File: src/rtl/aliens_pkg.sv
// aliens_pkg
// Shared types and constants for the Aliens control latch block.
//   coin_state_t      : coin counter stretcher FSM states (IDLE, PULSE, HOLD)
//   CTRL_ADDR_DEFAULT : default control register write address
//   WDOG_ADDR_DEFAULT : default watchdog kick address
//   is_write_cycle()  : qualifies a CPU write on the registered falling edge of as_n
package aliens_pkg;

  typedef enum logic [1:0] {
    IDLE  = 2'd0,
    PULSE = 2'd1,
    HOLD  = 2'd2
  } coin_state_t;

  localparam logic [15:0] CTRL_ADDR_DEFAULT = 16'h5F88;
  localparam logic [15:0] WDOG_ADDR_DEFAULT = 16'h5F8C;

  // A write is the first cycle of a low strobe with rw low; a held-low strobe never re-fires.
  function automatic logic is_write_cycle(input logic as_n, input logic as_n_prev, input logic rw);
    return (!as_n) && as_n_prev && (!rw);
  endfunction

endpackage

File: src/rtl/aliens_ctrl_latch_if.sv
// aliens_ctrl_latch_if
// CPU-side bus into the control latch.
//   as_n    : address strobe, active-low, synchronous to clk
//   rw      : 1 = read, 0 = write
//   addr    : CPU address (16)
//   din     : CPU write data (8)
//   bank_wr : one-cycle strobe from the CPU bank-line output
//   bank_d  : ROM bank value captured on bank_wr (5)
// Modports: master drives the bus (CPU / bench), slave receives it (latch).
interface aliens_ctrl_latch_if;
  logic        as_n;
  logic        rw;
  logic [15:0] addr;
  logic [7:0]  din;
  logic        bank_wr;
  logic [4:0]  bank_d;

  modport master (output as_n, rw, addr, din, bank_wr, bank_d);
  modport slave  (input  as_n, rw, addr, din, bank_wr, bank_d);
endinterface

File: src/rtl/aliens_coin_stretch.sv
// aliens_coin_stretch
// Stretches one coin counter control bit so the electromechanical counter
// sees a pulse of at least COIN_PULSE clocks.
//   clk      : system clock
//   rst_n    : asynchronous active-low reset
//   clr      : synchronous abort to IDLE (watchdog bite)
//   ctrl_bit : latched control bit for this channel
//   coin     : registered counter drive
module aliens_coin_stretch
  import aliens_pkg::*;
#(
  parameter int COIN_PULSE = 64
) (
  input  logic clk,
  input  logic rst_n,
  input  logic clr,
  input  logic ctrl_bit,
  output logic coin
);

  localparam int CW = $clog2(COIN_PULSE + 1);
  localparam logic [CW-1:0] CNT_LAST = CW'(COIN_PULSE - 1);

  coin_state_t   state_r;
  coin_state_t   state_nxt_s;
  logic [CW-1:0] cnt_r;
  logic [CW-1:0] cnt_nxt_s;
  logic          coin_r;

  // State, pulse counter and registered drive.
  always_ff @(posedge clk or negedge rst_n) begin
    if (!rst_n) begin
      state_r <= IDLE;
      cnt_r   <= '0;
      coin_r  <= 1'b0;
    end else begin
      state_r <= state_nxt_s;
      cnt_r   <= cnt_nxt_s;
      coin_r  <= (state_nxt_s != IDLE);
    end
  end

  // Next-state logic. In IDLE the bit can only be 1 after being 0 (HOLD
  // absorbs a bit that stays high), so bit==1 in IDLE is the 0->1 edge.
  always_comb begin
    state_nxt_s = state_r;
    cnt_nxt_s   = cnt_r;
    if (clr) begin
      state_nxt_s = IDLE;
      cnt_nxt_s   = '0;
    end else begin
      case (state_r)
        IDLE: begin
          cnt_nxt_s = '0;
          if (ctrl_bit) begin
            state_nxt_s = PULSE;
          end else begin
            state_nxt_s = IDLE;
          end
        end
        PULSE: begin
          // Pulse length is fixed; a bit cleared mid-pulse only picks the exit.
          if (cnt_r == CNT_LAST) begin
            cnt_nxt_s = '0;
            if (ctrl_bit) begin
              state_nxt_s = HOLD;
            end else begin
              state_nxt_s = IDLE;
            end
          end else begin
            cnt_nxt_s = cnt_r + CW'(1);
          end
        end
        HOLD: begin
          if (ctrl_bit) begin
            state_nxt_s = HOLD;
          end else begin
            state_nxt_s = IDLE;
          end
        end
        default: begin
          state_nxt_s = IDLE;
          cnt_nxt_s   = '0;
        end
      endcase
    end
  end

  assign coin = coin_r;

endmodule

File: src/rtl/aliens_ctrl_latch.sv
// aliens_ctrl_latch
// Control latch for the Aliens board: CPU-written control byte, ROM bank
// register, INIT generator for the address decoder and stretched coin
// counter drives. Optional watchdog enabled by defining ALIENS_WATCHDOG_EN.
//   clk      : system clock, all state on rising edge
//   rst_n    : asynchronous active-low reset
//   bus      : CPU bus (aliens_ctrl_latch_if.slave)
//   bk       : registered ROM bank, bk[4] -> decoder BK4
//   woco     : work/colour RAM select (ctrl_q[5])
//   rmrd     : tilemap ROM readback (ctrl_q[6])
//   init     : decoder INIT, 0 during the init window
//   coin_cnt : stretched coin counter drives
//   ctrl_q   : full latched control byte
module aliens_ctrl_latch
  import aliens_pkg::*;
#(
  parameter logic [15:0] CTRL_ADDR   = CTRL_ADDR_DEFAULT,
  parameter logic [15:0] WDOG_ADDR   = WDOG_ADDR_DEFAULT,
  parameter int          INIT_CYCLES = 1024,
  parameter int          COIN_PULSE  = 64,
  parameter int          WDOG_CYCLES = 262144
) (
  input  logic                clk,
  input  logic                rst_n,
  aliens_ctrl_latch_if.slave  bus,
  output logic [4:0]          bk,
  output logic                woco,
  output logic                rmrd,
  output logic                init,
  output logic [1:0]          coin_cnt,
  output logic [7:0]          ctrl_q
);

  localparam int IW = $clog2(INIT_CYCLES + 1);
  localparam logic [IW-1:0] INIT_LAST = IW'(INIT_CYCLES - 1);

  logic          as_n_prev_r;
  logic [7:0]    ctrl_q_r;
  logic [4:0]    bk_r;
  logic          init_r;
  logic [IW-1:0] init_cnt_r;
  logic          wr_s;
  logic          ctrl_wr_s;
  logic          bite_s;

  assign wr_s      = is_write_cycle(bus.as_n, as_n_prev_r, bus.rw);
  assign ctrl_wr_s = wr_s && (bus.addr == CTRL_ADDR);

`ifdef ALIENS_WATCHDOG_EN
  localparam int WW = $clog2(WDOG_CYCLES + 1);
  localparam logic [WW-1:0] WDOG_LAST = WW'(WDOG_CYCLES - 1);

  logic [WW-1:0] wdog_cnt_r;
  logic          kick_s;

  assign kick_s = wr_s && (bus.addr == WDOG_ADDR);
  // A kick in the final cycle still rescues the system.
  assign bite_s = init_r && !kick_s && (wdog_cnt_r == WDOG_LAST);

  // Watchdog counter: runs only while init is high; never passes WDOG_LAST.
  always_ff @(posedge clk or negedge rst_n) begin
    if (!rst_n) begin
      wdog_cnt_r <= '0;
    end else if (bite_s || kick_s || !init_r) begin
      wdog_cnt_r <= '0;
    end else begin
      wdog_cnt_r <= wdog_cnt_r + WW'(1);
    end
  end
`else
  assign bite_s = 1'b0;
`endif

  // Strobe edge history, control byte and bank register.
  always_ff @(posedge clk or negedge rst_n) begin
    if (!rst_n) begin
      as_n_prev_r <= 1'b1;
      ctrl_q_r    <= 8'h00;
      bk_r        <= 5'h00;
    end else begin
      as_n_prev_r <= bus.as_n;
      if (bite_s) begin
        ctrl_q_r <= 8'h00;
        bk_r     <= 5'h00;
      end else begin
        if (ctrl_wr_s) begin
          ctrl_q_r <= bus.din;
        end
        if (bus.bank_wr) begin
          bk_r <= bus.bank_d;
        end
      end
    end
  end

  // INIT window: counter saturates at INIT_LAST, init rises on the next edge.
  always_ff @(posedge clk or negedge rst_n) begin
    if (!rst_n) begin
      init_r     <= 1'b0;
      init_cnt_r <= '0;
    end else if (bite_s) begin
      init_r     <= 1'b0;
      init_cnt_r <= '0;
    end else if (!init_r) begin
      if (init_cnt_r == INIT_LAST) begin
        init_r <= 1'b1;
      end else begin
        init_cnt_r <= init_cnt_r + IW'(1);
      end
    end
  end

  aliens_coin_stretch #(.COIN_PULSE(COIN_PULSE)) u_coin0 (
    .clk      (clk),
    .rst_n    (rst_n),
    .clr      (bite_s),
    .ctrl_bit (ctrl_q_r[0]),
    .coin     (coin_cnt[0])
  );

  aliens_coin_stretch #(.COIN_PULSE(COIN_PULSE)) u_coin1 (
    .clk      (clk),
    .rst_n    (rst_n),
    .clr      (bite_s),
    .ctrl_bit (ctrl_q_r[1]),
    .coin     (coin_cnt[1])
  );

  assign ctrl_q = ctrl_q_r;
  assign woco   = ctrl_q_r[5];
  assign rmrd   = ctrl_q_r[6];
  assign bk     = bk_r;
  assign init   = init_r;

endmodule

File: src/flat_wrapper.sv
// flat-port wrapper written by rule: the top's interface ports become plain ports
module aliens_ctrl_latch_flat import aliens_pkg::*;
#(
  parameter logic [15:0] CTRL_ADDR   = CTRL_ADDR_DEFAULT,
  parameter logic [15:0] WDOG_ADDR   = WDOG_ADDR_DEFAULT,
  parameter int          INIT_CYCLES = 1024,
  parameter int          COIN_PULSE  = 64,
  parameter int          WDOG_CYCLES = 262144
)
  (clk, rst_n, bk, woco, rmrd, init, coin_cnt, ctrl_q, bus_as_n, bus_rw, bus_addr, bus_din, bus_bank_wr, bus_bank_d);
  aliens_ctrl_latch_if bus_i ();
  input  logic clk;
  input  logic rst_n;
  output logic [4:0] bk;
  output logic woco;
  output logic rmrd;
  output logic init;
  output logic [1:0] coin_cnt;
  output logic [7:0] ctrl_q;
  input wire logic [$bits(bus_i.as_n)-1:0] bus_as_n;
  input wire logic [$bits(bus_i.rw)-1:0] bus_rw;
  input wire logic [$bits(bus_i.addr)-1:0] bus_addr;
  input wire logic [$bits(bus_i.din)-1:0] bus_din;
  input wire logic [$bits(bus_i.bank_wr)-1:0] bus_bank_wr;
  input wire logic [$bits(bus_i.bank_d)-1:0] bus_bank_d;
  assign bus_i.as_n = bus_as_n;
  assign bus_i.rw = bus_rw;
  assign bus_i.addr = bus_addr;
  assign bus_i.din = bus_din;
  assign bus_i.bank_wr = bus_bank_wr;
  assign bus_i.bank_d = bus_bank_d;
  aliens_ctrl_latch #(.CTRL_ADDR(CTRL_ADDR), .WDOG_ADDR(WDOG_ADDR), .INIT_CYCLES(INIT_CYCLES), .COIN_PULSE(COIN_PULSE), .WDOG_CYCLES(WDOG_CYCLES)) u_core (.clk(clk), .rst_n(rst_n), .bus(bus_i), .bk(bk), .woco(woco), .rmrd(rmrd), .init(init), .coin_cnt(coin_cnt), .ctrl_q(ctrl_q));
endmodule
File: config.mk
export PLATFORM = sky130hd
export DESIGN_NAME = aliens_ctrl_latch_flat
export DESIGN_NICKNAME = d
export VERILOG_FILES = /design/src/rtl/aliens_pkg.sv /design/src/rtl/aliens_ctrl_latch_if.sv /design/src/rtl/aliens_coin_stretch.sv /design/src/rtl/aliens_ctrl_latch.sv /design/src/flat_wrapper.sv
export SDC_FILE = /design/constraint.sdc
export NUM_CORES = 1
export LEC_CHECK = 0
export ABC_AREA = 1
export CAP_MARGIN = 20
export CORE_ASPECT_RATIO = 0.7
export CORE_UTILIZATION = 40
export CTS_BUF_LIST = sky130_fd_sc_hd__clkbuf_8
export DETAILED_ROUTE_END_ITERATION = 10
export PLACE_DENSITY = 0.78
export SYNTH_ARGS = -nofsm -noshare
export SYNTH_HDL_FRONTEND = slang
export SYNTH_SLANG_ARGS = --single-unit
File: constraint.sdc
create_clock -name clk -period 3.4 [get_ports clk]
set_input_delay 0.85 -clock clk [delete_from_list [all_inputs] [get_ports clk]]
set_output_delay 0.85 -clock clk [all_outputs]
set_load 0.005 [all_outputs]
After elaboration in Yosys (flattened, before gate mapping). Cells that the tools add are included.

Register bits: 46. Bits of input ports: 34. Output and inout port bits: 18. Logic and storage cells: 48.

Add/subtract/negate cells: 3. Equality and inequality tests: 8. Muxes and demuxes: 14. Bitwise gates (word level): 2. Reduce and logical (&&, ||, !) cells: 10.

Operators with widths (count): $pmux 7 s2 (2); $eq 16x15->1 const B (1); $add 7x1->7 const B (2); $eq 7x6->1 const B (2); $mux 7 (2); $pmux 2 s3 (2); $add 11x1->11 const B (1); $eq 11x10->1 const B (1); $mux 2 (4); $eq 2x1->1 const B (2); $eq 2x2->1 const B (2); $logic_not 2->1 (2); $mux 1 (4); $reduce_bool 2->1 (2); $logic_and 1x1->1 (3); $logic_not 1->1 (2); $not 1->1 (2); $reduce_and 2->1 (1).

Depth between registers and ports, before layout.
Depth in word-level cells: 4. Gate-level depth with buffers: 8. Gate-level depth less buffers: 8.

Cells and area by module. Synthesis repeated with hierarchy kept, for this count alone.

Cells, all modules: 311. Area total of the unflattened synthesis: 2428.6 µm².

Modules (own cells, without submodules): aliens_ctrl_latch (times used 1, cells each 165, area each 1322.5 µm², seq. area each 651.9 µm²); aliens_coin_stretch (times used 2, cells each 73, area each 553.0 µm², seq. area each 250.2 µm²).

Least setup slack after synthesis. OpenSTA, ideal clock, no wires.

Kind: input-to-reg. Start: input port bus_addr[0]. End: register u_core.ctrl_q_r[0] (netlist: u_core.ctrl_q[0]). Setup time: 117 ps. Arrival: 1579 ps. Data required time: 3283 ps. Slack: 1703 ps. Stages on the path: 6. Buffers on the path: 0. Cell sequence: nor2_1 -> nand3b_1 -> nor2_2 -> nand2_1 -> nand2_1 -> nand2_1.

Longest elaborated chain between the ends: 2.

RTL lines: start: declaration (line flat_wrapper.sv:22) `input wire logic [$bits(bus_i.addr)-1:0] bus_addr;`; $eq 16x15->1 (line aliens_ctrl_latch.sv:47) `assign ctrl_wr_s = wr_s && (bus.addr == CTRL_ADDR);`; $logic_and 1x1->1 (line aliens_ctrl_latch.sv:47); end signal: assignment (line aliens_ctrl_latch.sv:87) `ctrl_q_r <= bus.din;`; end: declaration (line aliens_ctrl_latch.sv:38) `logic [7:0] ctrl_q_r;`.

Every way passes these cells. A chain may end at the register's enable or synchronous reset.

Worst setup path in the final report.
Start: register u_core.ctrl_q_r[0] (netlist: u_core.ctrl_q[0]). End: output port ctrl_q[0].

RTL lines: end: declaration (line flat_wrapper.sv:19) `output logic [7:0] ctrl_q;`.

No word-level cell between the ends.

==> results.yml <==
run_status:
  status: "completed"
grt:
  grt-ovfl-total: 0
  grt_pass1_vias: 1772
  grtUsageTotal_pct: 16.8
  antenna_found_initial: 0
  grt_max_degree: 47
  grt_pass1_wl_um: 7840
floorplanning:
  dieArea_um2: 5950
  core_um2: 5340
  rows: 22
  start_util_pct: 42.3
  die-height_um: 64.9
  die_w_um: 91.8
  ios: 52
flow_run:
  cap_violations: 0
placement:
  dp_cells: 384
  place_area_um2: 2790
  port_buffers: 51
  place_ws_ns: 1.04
  gp_congestion: 0.826
  place_hpwl_um: 3240
detailed_routing:
  routed_wl_um: 4370
  drt-pass1-iter-count: 4
  vias_per_cell: 4.62
  detail_route.wl_per_cell_um: 11.1
  drc: 0
  vias: 1816
  drt_iter0_drc: 61
  drtAntennaViolNets: 0
timing:
  tns_ns: 0
  max_freq_mhz: 471
  setup_viol: 0
  max_slew_margin_pct: 76.2
  period_minus_slack_ns: 2.12
  worst_pin_slew_ns: 0.355
  finClkSkew_ns: 0.00691
  drv_slew: 0
  grt_setup_unrepaired: "false"
  period_share_pct: 62.4
  hold_violations: 0
  fin_ws_ns: 1.28
setup_path:
  crit_family: "buffers and inverters"
  endpoint_kind: "output port"
  cp-start-kind: "flop"
  path_max_fanout: 4
  arrival_ns: 1.27
  crit_buf_inv: 1
  critPathKind: "flop to output port"
  crit_chain: "clkdlybuf4s50_1"
  path_depth: 1
  critical_path.slowest_cell: "clkdlybuf4s50_1"
  r2r.worst_path.cells: 8
  crit_path_max_incr_delay_ns: 0.53
  critPathRequiredTime_ns: 2.55
clock_network:
  clockRootBuffer: "clkbuf_8"
  insertion_delay_ns: 0.30
  cts_hold_buf: 0
  clock_sinks: 46
  cts_tree: "built"
  cts_resized: 0
  cts_buffer_depth: 2
  htree_levels: 2
  postCtsSetupRepairBufs: 0
  cts_buffers: 5
  clk_pin_slew_ns: 0.08
logic_synthesis:
  syn-cell-area_um2: 2260
  synth_area_per_cell_um2: 8.42
  yosysWarnings: 0
  yosys_register_bits: 46
  synth-seq-area-share_pct: 51.1
  syn_nets: 305
  netlist_instances: 268
  synth.distinct_cells: 23
final_layout:
  post-route-util_pct: 54.3
  synthToLayoutAreaGrowth_pct: 28.4
  drive_gt1_share_pct: 7.17
  final_common_cell: "nand2_1"
  nNetsFinal: 357
  antenna_cells: 0
  layout_common_cells: "nand2_1 (89), clkdlybuf4s50_1 (50), dfrtp_1 (45)"
  stdcell_count: 393
  fin_area_um2: 2900
power_and_ir_drop:
  p_per_area_nw_per_um2: 336
  leakagePower_uw: 0.00142
  ir_drop_mv: 0.202
hold_path:
  hold_path.class: "input port to async pin"
cells by family after synthesis:
group,share of synthesized area (%)
XOR/XNOR,3.88
flip-flops,51.1
buffers and inverters,8.04
multiplexers,2.49
adder cells (fa/ha/maj),1.66
AO/OA/AOI/OAI,2.99
AND/OR/NAND/NOR,29.9
layer usage:
metal	vias up	global-route usage [%]	routed length [um]
li1	935	-	-
met1	835	21.5	2080
met2	41	28.4	2020
met3	5	3.76	206
met4	0	5.86	57
met5	-	0	0
through the flow:
| step | hold WS, ns | total power, uW |
|---|---|---|
| after floorplan | 0.457 | 581 |
| after global placement | 0.462 | 643 |
| after detailed placement | 0.474 | 645 |
| after CTS | 0.495 | 987 |
| after global routing | 0.428 | 1020 |
| final | 0.426 | 975 |
report_power, final:
group	switching [uW]	internal, uW	total, uW
logic	23.9	52.3	76.2
registers	3.90	554	558
clock network	179	161	340
Yosys cell counts, drive strengths merged:
cell type  instances  area [um2]
xnor2              4        35.0
nand4              2        12.5
dfrtp             45        1130
a21oi              4        20.0
nand3             24         125
ha                 3        37.5
o21ai              7        38.8
nor2              26         108
xor2               6        52.6
nand3b             9        67.6
inv               31         116
mux2               5        56.3
nand2             91         352
buf                7        65.1
a22o               1        8.76
dfstp              1        26.3
nor3               2        10.0
cell type report:
class | count | area, um2
fill | 490 | 2440
sequential | 46 | 1150
multi-input combinational | 184 | 923
timing repair buffer | 52 | 526
inverter | 31 | 116
tap | 72 | 90.1
clock buffer | 6 | 82.6
clock inverter | 2 | 8.76
state kept, by name, indices dropped and copies added (netlist names):
name	flops
u_core.init_cnt_r	11
u_core.ctrl_q	8
u_core.u_coin0.cnt_r	7
u_core.u_coin1.cnt_r	7
u_core.bk	5
u_core.u_coin0.state_r	2
u_core.u_coin1.state_r	2
u_core.as_n_prev_r	1
u_core.init	1
u_core.u_coin0.coin	1
u_core.u_coin1.coin	1
worst reg2reg max path, stage by stage, from the launching register on:
cell and delay [ns]:
dfrtp_1 0.39, ha_1 0.22, inv_1 0.06, nor2_2 0.16, nand3_2 0.12, nand2_4 0.16
inv_1 0.15, nand2_1 0.10, nand2_1 0.05
final timing paths:
path | start | end | slack [ns]
hold reg to reg | u_core.ctrl_q[2]$_DFFE_PN0P_ | u_core.ctrl_q[2]$_DFFE_PN0P_ | 0.49
setup reg to reg | u_core.init_cnt_r[1]$_DFFE_PN0P_ | u_core.init_cnt_r[9]$_DFFE_PN0P_ | 1.87
min in group clk | u_core.ctrl_q[2]$_DFFE_PN0P_ | u_core.ctrl_q[2]$_DFFE_PN0P_ | 0.49
hold / removal | rst_n | u_core.init_cnt_r[3]$_DFFE_PN0P_ | 0.43
setup / recovery | u_core.ctrl_q[0]$_DFFE_PN0P_ | ctrl_q[0] | 1.28
max in group asynchronous | rst_n | u_core.as_n_prev_r$_DFF_PN1_ | 2.44
Power figures use the tool's default switching activity.
